==> src/rtl/fetch_sequencer.sv <==
// Instruction fetch sequencer: PC register, program-memory req/ack fetch, IR handoff to decode.
// Optional breakpoint halt/resume enabled by defining FETCH_SEQUENCER_BREAKPOINT_EN.
module fetch_sequencer #(
  parameter int            AW       = 11,
  parameter int            IW       = 16,
  parameter logic [AW-1:0] RESET_PC = '0
) (
  input  logic          clk,
  input  logic          rst,
  output logic          mem_req,
  output logic [AW-1:0] mem_addr,
  input  logic          mem_ack,
  input  logic [IW-1:0] mem_rdata,
  output logic [IW-1:0] ir,
  output logic          ir_valid,
  input  logic          ir_ready,
  input  logic          exec_done,
  input  logic          jump_taken,
  input  logic [AW-1:0] jump_address,
  input  logic          halt,
`ifdef FETCH_SEQUENCER_BREAKPOINT_EN
  input  logic          bp_en,
  input  logic [AW-1:0] bp_addr,
`endif
  output logic [AW-1:0] pc,
  output logic          halted
);

  typedef enum logic [2:0] {
    FETCH_ISSUE,
    FETCH_WAIT,
    DECODE,
    EXECUTE,
    HALTED
  } state_t;

  state_t        state_q, state_d;
  logic [AW-1:0] pc_q, pc_d;
  logic [IW-1:0] ir_q, ir_d;
  logic          bp_halt_q, bp_halt_d;
  logic          req;
  logic          bp_hit;
  logic          bp_release;

`ifdef FETCH_SEQUENCER_BREAKPOINT_EN
  assign bp_hit     = bp_en && (pc_q == bp_addr);
  assign bp_release = bp_halt_q && !bp_en;
`else
  // bp_halt_q never sets without the breakpoint hardware, so this is always 0.
  assign bp_hit     = 1'b0;
  assign bp_release = bp_halt_q;
`endif

  always_ff @(posedge clk or posedge rst) begin
    if (rst) begin
      state_q   <= FETCH_ISSUE;
      pc_q      <= RESET_PC;
      ir_q      <= '0;
      bp_halt_q <= 1'b0;
    end else begin
      state_q   <= state_d;
      pc_q      <= pc_d;
      ir_q      <= ir_d;
      bp_halt_q <= bp_halt_d;
    end
  end

  always_comb begin
    state_d   = state_q;
    pc_d      = pc_q;
    ir_d      = ir_q;
    bp_halt_d = bp_halt_q;
    req       = 1'b0;
    case (state_q)
      FETCH_ISSUE: begin
        if (bp_hit) begin
          state_d   = HALTED;
          bp_halt_d = 1'b1;
        end else begin
          req     = 1'b1;
          state_d = FETCH_WAIT;
        end
      end
      FETCH_WAIT: begin
        req = 1'b1;
        if (mem_ack) begin
          ir_d    = mem_rdata;
          state_d = DECODE;
        end
      end
      DECODE: begin
        if (ir_ready) state_d = EXECUTE;
      end
      EXECUTE: begin
        if (exec_done) begin
          pc_d    = jump_taken ? jump_address : pc_q + AW'(1);
          state_d = halt ? HALTED : FETCH_ISSUE;
        end
      end
      HALTED: begin
        if (bp_release) begin
          state_d   = FETCH_ISSUE;
          bp_halt_d = 1'b0;
        end
      end
      default: state_d = FETCH_ISSUE;
    endcase
  end

  // Reset parks the FSM in FETCH_ISSUE, so gate with rst to drop a request immediately.
  assign mem_req  = req & ~rst;
  assign mem_addr = pc_q;
  assign ir       = ir_q;
  assign ir_valid = (state_q == DECODE);
  assign halted   = (state_q == HALTED);
  assign pc       = pc_q;

endmodule

==> config.mk <==
export PLATFORM = sky130hd
export DESIGN_NAME = fetch_sequencer
export DESIGN_NICKNAME = d
export VERILOG_FILES = /design/src/rtl/fetch_sequencer.sv
export SDC_FILE = /design/constraint.sdc
export NUM_CORES = 1
export LEC_CHECK = 0
export ABC_AREA = 1
export ABC_CLOCK_PERIOD_IN_PS = 1200
export CORE_MARGIN = 2
export CORE_UTILIZATION = 38
export DETAILED_ROUTE_END_ITERATION = 8
export PLACE_DENSITY = 0.77
export SETUP_SLACK_MARGIN = 0.05
export SLEW_MARGIN = 40
export SYNTH_ARGS = -nofsm -noshare
export SYNTH_HDL_FRONTEND = slang
export SYNTH_SLANG_ARGS = --single-unit
export TNS_END_PERCENT = 1
==> constraint.sdc <==
create_clock -name clk -period 1.2 [get_ports clk]
set_input_delay 0.36 -clock clk [delete_from_list [all_inputs] [get_ports clk]]
set_output_delay 0.36 -clock clk [all_outputs]
set_load 0.01 [all_outputs]
==> results of run 1 <==
-- worst register-to-register path: stages, from the launching register on --
cell     delay (ns)
dfrtp_2        0.45
buf_4          0.16
nor2_4         0.14
nand3_4        0.09
buf_12         0.16
mux2_4         0.31
-- repair_timing --
action / CTS / global route
setup endpoints to repair: 71 / 71
pin swaps: 5 / 5
endpoints found under the hold margin: 0 / 0
buffers inserted: 7 / 5
resized for setup: 174 / 20
-- cell usage after synthesis --
library cell	instances
a21oi_1	2
a31oi_1	1
buf_4	11
buf_6	2
clkbuf_1	1
dfrtp_1	30
ha_1	1
inv_1	21
inv_2	1
inv_4	1
mux2_2	6
mux2_4	10
nand2_1	51
nand2_2	1
nand3_1	14
nand3_2	1
nand3b_1	1
nand4_1	1
nor2_1	21
nor2_2	1
nor2_4	2
nor3_1	1
o211ai_1	3
o21ai_0	6
o21ai_1	1
o21bai_1	2
or2_2	2
-- layer usage --
| metal | vias to the layer above | part of all wire (%) | track usage (%) |
|---|---|---|---|
| li1 | 821 | - | - |
| met1 | 765 | 38 | 19.29 |
| met4 | 0 | 2.1 | 6.709 |
| met3 | 12 | 9.6 | 8.689 |
| met5 | - | 0 | 0 |
| met2 | 73 | 50 | 30.71 |
-- report_power, final --
part | internal (uW) | switching, uW
sequential | 1530 | 348
clock | 663 | 377
combinational | 2170 | 1830
total | 4370 | 2560
-- stage by stage --
stage	setup TNS (ns)	instances
global placement	-12.15	333
finish	-6.549	352
floorplan	-1.250	195
CTS	-5.531	347
detailed placement	-12.80	333
global route	-9.638	352
-- worst min-delay path by stage --
| stage | startpoint | endpoint | slack [ns] | cells past startpoint |
|---|---|---|---|---|
| finish | rst | mem_addr[1] | 0.27 | 3 |
| global route | rst | mem_addr[1] | 0.27 | 3 |
| CTS | rst | mem_addr[1] | 0.27 | 3 |
| detailed placement | ir[2] | ir[2] | 0.49 | 1 |
| global placement | ir[9] | ir[9] | 0.49 | 1 |
| floorplan | rst | ir[0] | 0.45 | 1 |
-- layout make-up --
type	instances	share of cell area (%)
timing repair buffer	112	33.18
multi-input combinational	128	29.42
sequential	30	27.54
inverter	23	3.346
clock buffer	6	3.025
tap	52	2.383
clock inverter	1	1.100
-- flip-flops by register name, summed over array words and instances (netlist names) --
signal	count
ir	16
state_q	3
mem_addr	11
-- cell families after synthesis --
logic type                 share of synthesized area [%]
AOI/OAI and AO/OA                                  5.275
and+or+nand+nor                                    24.74
muxes                                              12.93
buffers and inverters                              11.74
adders and majority gates                         0.7428
DFF                                                44.58
==> reports/results.ini, run 1 <==
[placement]
hpwl_um=3044
post-place-ws_ns=-0.6564
globalplace.congestion=0.8644
placed_cell_area_sq_um=2611
portBuffers=74

[sta]
fin_skew_ns=0.006816
rsz0062_at_grt=true
hold_violations=0
final.setup.worst_slack_ns=-0.2750
slew_headroom_pct=85.45
setup_viol=37
fmax_mhz=678.0
hold_slack_ns=0.2692
slew_violations=0
post-route-period-util_pct=122.9
worst_pin_slew_ns=0.2175
fin_crit_ns=1.475

[floorplan]
die_w_um=70.57
die_h_um=70.57
rows=24
start_util_pct=38.95
core_sq_um=4324
die_area_sq_um=4980
io_pins=75

[status]
violations=setup timing
status=complete, but fails checks

[global_routing]
grt_first_pass_wirelength_um=6934
grt_start_max_net_pins=31
antenna_found_initial=0
gr-usage-all-layers_pct=17.95
grt_pass1_vias=1646
overflow=0

[cells_and_area]
final_util_pct=63.14
nNetsFinal=335
final_cell_mix=nand2_1 (48), buf_2 (33), buf_4 (33)
final_area_sq_um=2730
seqCellArea_sq_um=752.0
area_growth_pct=62.11
diodes=0
fillers=374
drive_above_1_share_pct=40.67
final_common_cell=nand2_1
multiInputGateArea_sq_um=803.3

[setup_path]
cp_max_fo=5
critical_path.top_delay_family=flip-flops
reg2reg_to=ir[8]
critPathCapture=ir_valid
cpMaxStageDelayCell=dfrtp_2
reg2reg_depth=5
timing.rr.start=state_q[2]
critPathBufInv=2
critPathKind=reg2out
rrSetupSlack_ns=-0.23
critPathLaunchType=register
cp.depth=4
crit_path_end_kind=output port
startpoint=state_q[2]
worstPathArrival_ns=1.11
path_cells=nor2_4, nand2_2, inv_2, buf_6
cp.required_ns=0.84
max_stage_delay_ns=0.45

[run]
cap_violations=0

[yosys]
postSynthAreaPerCell_sq_um=8.636
seq_area_frac_synth_pct=44.58
synth_area_leaders=dfrtp_1 (45%), nand2_1 (11%), mux2_4 (8.9%), buf_4 (4.9%), inv_1 (4.7%)
synthDominantCellAreaShare_pct=44.58
ys_types=27
yosysWarnings=0
synth_top_area_cell=dfrtp_1
synth_cells=195
syn_nets=230
synth_area_sq_um=1684
synth-seq-cells=30

[route]
vias=1671
wl_per_cell_um=12.10
first_pass_iters=5
postRouteAntennaNets=0
drcViolationCount=0
drt_wl_total_um=4259
dr.first_iter.drc_count=120
vias_per_cell=4.747

[clock_tree]
cts_hold_buf=0
numCtsBuffers=5
path_clk_slew_ns=0.07
clock_latency_ns=0.29
cts_tree=done
clock-root-buffer=clkbuf_8
h-tree-depth=2
cts_sinks=30
clockBufferDepth=2

[power_and_ir_drop]
max-vdd-ir-drop_v=0.001396
leakage_uw=0.001439
power.total_uw=6921
power_density_nw_per_um2=2535

[worst_hold_path]
hp-class=in2async

(Power assumes the default switching activity.)
==> inputs of run 2 (changes only) <==
--- a/config.mk
+++ b/config.mk
@@ -5,12 +5,13 @@
 export SDC_FILE = /design/constraint.sdc
 export NUM_CORES = 1
 export LEC_CHECK = 0
-export ABC_AREA = 1
+export ABC_AREA = 0
 export ABC_CLOCK_PERIOD_IN_PS = 1200
+export CORE_ASPECT_RATIO = 0.6
 export CORE_MARGIN = 2
-export CORE_UTILIZATION = 38
+export CORE_UTILIZATION = 36
 export DETAILED_ROUTE_END_ITERATION = 8
-export PLACE_DENSITY = 0.77
+export PLACE_DENSITY = 0.75
 export SETUP_SLACK_MARGIN = 0.05
 export SLEW_MARGIN = 40
 export SYNTH_ARGS = -nofsm -noshare
==> run 2 against run 1 <==
- the run still ends with setup timing left
- combinational power is 7.2% lower
- largest power group unchanged
- via count is 11% lower
- fmax is 3.3% lower
- clock-buffer cell count is 1 higher
- register-to-register slack worse by 0.09 ns
- sequential power is 5% lower
- core utilization is 3.5 points higher
- area after synthesis is 7.9% lower
- die area is 2.3% lower
- non-clock buffer count is 2 higher
==> reports/results.ini, run 2 <==
[status]
status=complete, but fails checks
violations=setup timing

[sta]
fmax_mhz=655.8  ; -3.3%
final.setup.worst_slack_ns=-0.3248  ; -0.04984 ns
fin_crit_ns=1.525  ; +0.04984 ns
slew_headroom_pct=81.69  ; -3.8 points
hold_violations=0  ; unchanged
slew_violations=0  ; unchanged
worst_pin_slew_ns=0.2747  ; +0.05718 ns
post-route-period-util_pct=127.1  ; +4.2 points
rsz0062_at_grt=true
setup_viol=39  ; +5.4%
fin_skew_ns=0.004953  ; -0.001864 ns

[setup_path]
reg2reg_depth=7  ; +2
max_stage_delay_ns=0.39  ; -0.06 ns
critPathKind=reg2out
cp.depth=3  ; -1
cp_max_fo=3  ; -2
path_cells=buf_6, nor3b_4, buf_2
cp.required_ns=0.84  ; about the same
worstPathArrival_ns=1.16  ; +0.05 ns
critPathLaunchType=register
crit_path_end_kind=output port
critical_path.top_delay_family=flip-flops
cpMaxStageDelayCell=dfrtp_1
critPathBufInv=2  ; unchanged

[run]
cap_violations=0  ; unchanged

[power_and_ir_drop]
max-vdd-ir-drop_v=0.001259  ; -9.8%
leakage_uw=0.001296  ; -9.9%
power_density_nw_per_um2=2306  ; -9.0%

[route]
dr.first_iter.drc_count=35  ; -71%
first_pass_iters=4  ; -1
vias_per_cell=4.751  ; about the same
drt_wl_total_um=4667  ; +9.6%
wl_per_cell_um=14.91  ; +23%
vias=1487  ; -11%
postRouteAntennaNets=0  ; unchanged
drcViolationCount=0  ; unchanged

[floorplan]
start_util_pct=37.61  ; -1.3 points
rows=18  ; -25%
io_pins=75  ; unchanged
die_area_sq_um=4864  ; -2.3%
core_sq_um=4121  ; -4.7%
die_w_um=88.72  ; +26%
die_h_um=54.83  ; -22%

[clock_tree]
clockBufferDepth=2  ; unchanged
numCtsBuffers=5  ; unchanged
clock_latency_ns=0.27  ; -0.02 ns
cts_tree=done
h-tree-depth=2  ; unchanged
clock-root-buffer=clkbuf_8
cts_sinks=30  ; unchanged
path_clk_slew_ns=0.07  ; about the same
cts_hold_buf=0  ; unchanged

[cells_and_area]
seqCellArea_sq_um=752.0  ; unchanged
fin_cells=313  ; -11%
nNetsFinal=287  ; -14%
area_growth_pct=77.16
final_util_pct=66.64  ; +3.5 points
drive_above_1_share_pct=50.59  ; +9.9 points
largest_register_ffs=16  ; unchanged
final_cell_mix=buf_2 (32), clkdlybuf4s50_1 (30), dfrtp_1 (29)
final_common_cell=buf_2
multiInputGateArea_sq_um=825.8  ; +2.8%
diodes=0  ; unchanged
fillers=335  ; -10%

[yosys]
synth_area_sq_um=1550  ; -7.9%
seq_area_frac_synth_pct=48.43  ; +3.8 points
yosysMostFrequentCell=dfrtp_1
postSynthAreaPerCell_sq_um=10.40  ; +20%
ys_types=37  ; +37%
synthArstFlopShare_pct=100.0  ; unchanged
syn_nets=184  ; -20%
synth_area_leaders=dfrtp_1 (48%), mux2_2 (12%), buf_4 (6.3%), o21ai_0 (3.2%), nor2_1 (2.9%)
synth_edf_count=0  ; unchanged
yosysWarnings=0  ; unchanged
synth_top_area_cell=dfrtp_1
synth_ff_type=dfrtp_1
synthDominantCellAreaShare_pct=48.43  ; +3.8 points
ys_top_cells_by_count=dfrtp_1 (30), mux2_2 (16), buf_4 (13)
synth-seq-cells=30  ; unchanged
synth_cells=149  ; -24%

[global_routing]
grt_pass1_vias=1502  ; -8.7%
overflow=0  ; unchanged
grt_start_max_net_pins=31  ; unchanged
gr-usage-all-layers_pct=20.40  ; +2.5 points
antenna_found_initial=0  ; unchanged
grt_first_pass_wirelength_um=7265  ; +4.8%

[placement]
placed_cells=294  ; -12%
portBuffers=74  ; unchanged
globalplace.congestion=0.7176  ; -17%
hpwl_um=3207  ; +5.4%

[worst_hold_path]
hp-class=in2async

==> run 2: final timing paths <==
kind	from	end	slack, ns
max reg2reg	state_q[1]	ir[2]	-0.32
min in group clk	ir[15]	ir[15]	0.50
max	state_q[1]	halted	-0.32
min reg2reg	ir[15]	ir[15]	0.50
min	rst	state_q[2]	0.47
max in group asynchronous	rst	mem_addr[3]	0.54
==> run 2: logic make-up after synthesis <==
group | Yosys count | synth area share, %
flip-flops | 30 | 48.43
AND/OR/NAND/NOR | 52 | 18.08
AO/OA/AOI/OAI | 27 | 10.90
adder cells (fa/ha/maj) | 1 | 0.8070
buffers and inverters | 21 | 8.877
multiplexers | 18 | 12.91
==> run 2: per-layer routing <==
layer / share of wire (%) / up-vias / GRT usage, %
met1: 49 / 721 / 27.77
met5: 0 / - / 0
li1: - / 720 / -
met2: 45 / 44 / 33.58
met3: 5.1 / 2 / 4.977
met4: 0.77 / 0 / 4.040
==> run 2: final cells by class <==
class | count | share of cell area, %
timing repair buffer | 114 | 36.08
sequential | 30 | 27.38
multi-input combinational | 98 | 30.07
tap | 60 | 2.733
clock inverter | 1 | 0.1822
inverter | 3 | 0.4100
clock buffer | 7 | 3.144
==> run 2: timing repair <==
item	4_1_cts	5_1_grt
buffers inserted	10	0
cloned	1	0
pin swaps	9	3
resized for setup	226	14
setup endpoints to repair	69	70
==> run 2: report_power, final <==
group	internal [uW]	switching, uW	total [uW]
logic	2120	1580	3710
registers	1490	296	1790
clock network	462	376	839
total	4080	2260	6330
==> run 2: metrics by stage <==
| stage | power (uW) | cell area (sq um) | setup WS [ns] | hold slack (ns) | setup TNS (ns) |
|---|---|---|---|---|---|
| final | 6333 | 2746 | -0.3248 | 0.4728 | -7.999 |
| after global routing | 6762 | 2746 | -0.3833 | 0.5081 | -10.73 |
| after global placement | 4996 | 2484 | -0.6272 | 0.4923 | -19.05 |
| after floorplan | 3284 | 1551 | -0.2616 | 0.4507 | -4.396 |
| after detailed placement | 5071 | 2484 | -0.6749 | 0.4941 | -20.62 |
| after CTS | 6237 | 2690 | -0.3357 | 0.4616 | -8.143 |
==> run 2: tightest hold or removal path: cells and delay by family <==
kind,cells,cell delay (ns)
buf+inv,3,0.74
==> inputs of run 3 (changes only) <==
--- a/config.mk
+++ b/config.mk
@@ -10,8 +10,11 @@
 export CORE_ASPECT_RATIO = 0.6
 export CORE_MARGIN = 2
 export CORE_UTILIZATION = 36
+export CTS_CLUSTER_DIAMETER = 200
 export DETAILED_ROUTE_END_ITERATION = 8
+export GPL_TIMING_DRIVEN = 0
 export PLACE_DENSITY = 0.75
+export REMOVE_ABC_BUFFERS = 1
 export SETUP_SLACK_MARGIN = 0.05
 export SLEW_MARGIN = 40
 export SYNTH_ARGS = -nofsm -noshare
==> run 3 against run 2 <==
- the run still ends with setup timing left
- sequential power is 9% higher
- global-route usage is 2.3 points lower
- register-to-register slack better by 0.03 ns
- core utilization decreased by 2.6 points
- hold slack worse by 0.15 ns
- sequential share of layout area grew 1.4 points
- first-iteration DRC count is 31% higher
- critical path type unchanged
- critical endpoint is now mem_req
- largest power group unchanged
==> reports/results.ini, run 3 (synthesized netlist as in run 2, its figures left out) <==
[route]
vias=1445  ; -2.8%
first_pass_iters=4  ; unchanged
wl_per_cell_um=14.43  ; -3.2%
drcViolationCount=0  ; unchanged
drt_wl_total_um=4358  ; -6.6%
dr.first_iter.drc_count=46  ; +31%
vias_per_cell=4.785  ; +0.72%
postRouteAntennaNets=0  ; unchanged

[sta]
slew_headroom_pct=59.51  ; -22 points
hold_slack_ns=0.3240  ; -0.1488 ns
fin_crit_ns=1.505  ; -0.01983 ns
setup_viol=43  ; +10%
fmax_mhz=664.5  ; +1.3%
hold_violations=0  ; unchanged
slew_violations=0  ; unchanged
final.setup.worst_slack_ns=-0.3050  ; +0.01983 ns
post-route-period-util_pct=125.4  ; -1.7 points
worst_pin_slew_ns=0.6065  ; +0.3318 ns
rsz0062_at_grt=true
fin_skew_ns=0.003411  ; -0.001542 ns

[global_routing]
antenna_found_initial=0  ; unchanged
grt_first_pass_wirelength_um=6499  ; -11%
grt_start_max_net_pins=31  ; unchanged
overflow=0  ; unchanged
gr-usage-all-layers_pct=18.08  ; -2.3 points
grt_pass1_vias=1328  ; -12%

[floorplan]
io_pins=75  ; unchanged
rows=18  ; unchanged
start_util_pct=37.61  ; unchanged
die_w_um=88.72  ; unchanged
core_sq_um=4121  ; unchanged
die_h_um=54.83  ; unchanged
die_area_sq_um=4864  ; unchanged

[setup_path]
critPathKind=reg2out
worstPathArrival_ns=1.14  ; -0.02 ns
cp_max_fo=7  ; +4
cpMaxStageDelayCell=dfrtp_2
max_stage_delay_ns=0.47  ; +0.08 ns
critPathLaunchType=register
crit_path_end_kind=output port
cp.required_ns=0.84  ; about the same
path_cells=buf_4, nor3_2, buf_2

[clock_tree]
path_clk_slew_ns=0.06  ; about the same
cts_sinks=30  ; unchanged
clock-root-buffer=clkbuf_8
cts_hold_buf=0  ; unchanged
cts_tree=done
numCtsBuffers=5  ; unchanged
h-tree-depth=2  ; unchanged
clock_latency_ns=0.27  ; about the same
clockBufferDepth=2  ; unchanged

[placement]
hpwl_um=2620  ; -18%
globalplace.congestion=0.7473  ; +4.1%
post-place-ws_ns=-1.086  ; -0.4115 ns
portBuffers=74  ; unchanged

[power_and_ir_drop]
max-vdd-ir-drop_v=0.001285  ; +2.1%
power.total_uw=6296  ; -0.59%
power_density_nw_per_um2=2384  ; +3.4%
leakage_uw=0.001221  ; -5.8%

[cells_and_area]
final_cell_mix=buf_2 (30), clkdlybuf4s50_1 (29), dfrtp_1 (23)
largest_register_ffs=16  ; unchanged
drive_above_1_share_pct=49.59  ; -1.0 points
diodes=0  ; unchanged
multiInputGateArea_sq_um=813.3  ; -1.5%
area_growth_pct=70.38
seqCellArea_sq_um=759.5  ; +1.0%
final_common_cell=buf_2
fillers=345  ; +3.0%
final_util_pct=64.09  ; -2.6 points
nNetsFinal=276  ; -3.8%

[status]
status=complete, but fails checks
violations=setup timing

[run]
cap_violations=0  ; unchanged

[worst_hold_path]
hp-class=in2async

run 3: area by class of cell:
| type | count | share of cell area (%) |
|---|---|---|
| repair buffers | 102 | 33.02 |
| multi-input cells | 99 | 30.79 |
| flip-flops and latches | 30 | 28.75 |
| clock buffers | 8 | 4.169 |
| well taps | 60 | 2.842 |
| inverters | 3 | 0.4263 |
run 3: path summary, 6_finish.rpt:
path                       startpoint     endpoint  slack [ns]  cells after the start
max                        state_q[1]      mem_req       -0.30                      3
min                               rst   state_q[2]        0.32                      2
max reg2reg                state_q[1]        ir[9]       -0.29                      6
min reg2reg                    ir[12]       ir[12]        0.50                      1
max in group asynchronous         rst  mem_addr[7]        0.44                      2
min in group clk               ir[12]       ir[12]        0.50                      1
run 3: power by group:
group | switching, uW | internal [uW]
clock | 359 | 578
combinational | 1400 | 2010
sequential | 440 | 1510
total | 2200 | 4100
run 3: metal layers:
layer  global-route usage [%]  share of wire, %
met3                    4.072               7.2
met1                    27.35                50
met2                    25.87                42
met5                        0                 0
met4                    4.545              0.69
run 3: critical path: cells and delay by family (launching register included):
family	cells	cell delay, ns
AND/OR/NAND/NOR	1	0.09
flip-flops	1	0.47
buffers and inverters	2	0.31
run 3: stage by stage:
stage,std cells,setup TNS [ns],area (sq um)
final,302,-7.280,2641
after detailed placement,265,-31.11,2235
after CTS,300,-7.066,2542
after global placement,265,-46.82,2240
after floorplan,131,-7.199,1424
after global routing,302,-9.807,2641
run 3: repair_timing:
| item | in CTS | in global routing |
|---|---|---|
| setup endpoints to repair | 69 | 69 |
| cloned | 2 | 0 |
| setup buffers | 25 | 2 |
| pin swaps | 9 | 2 |
| resized for setup | 217 | 17 |
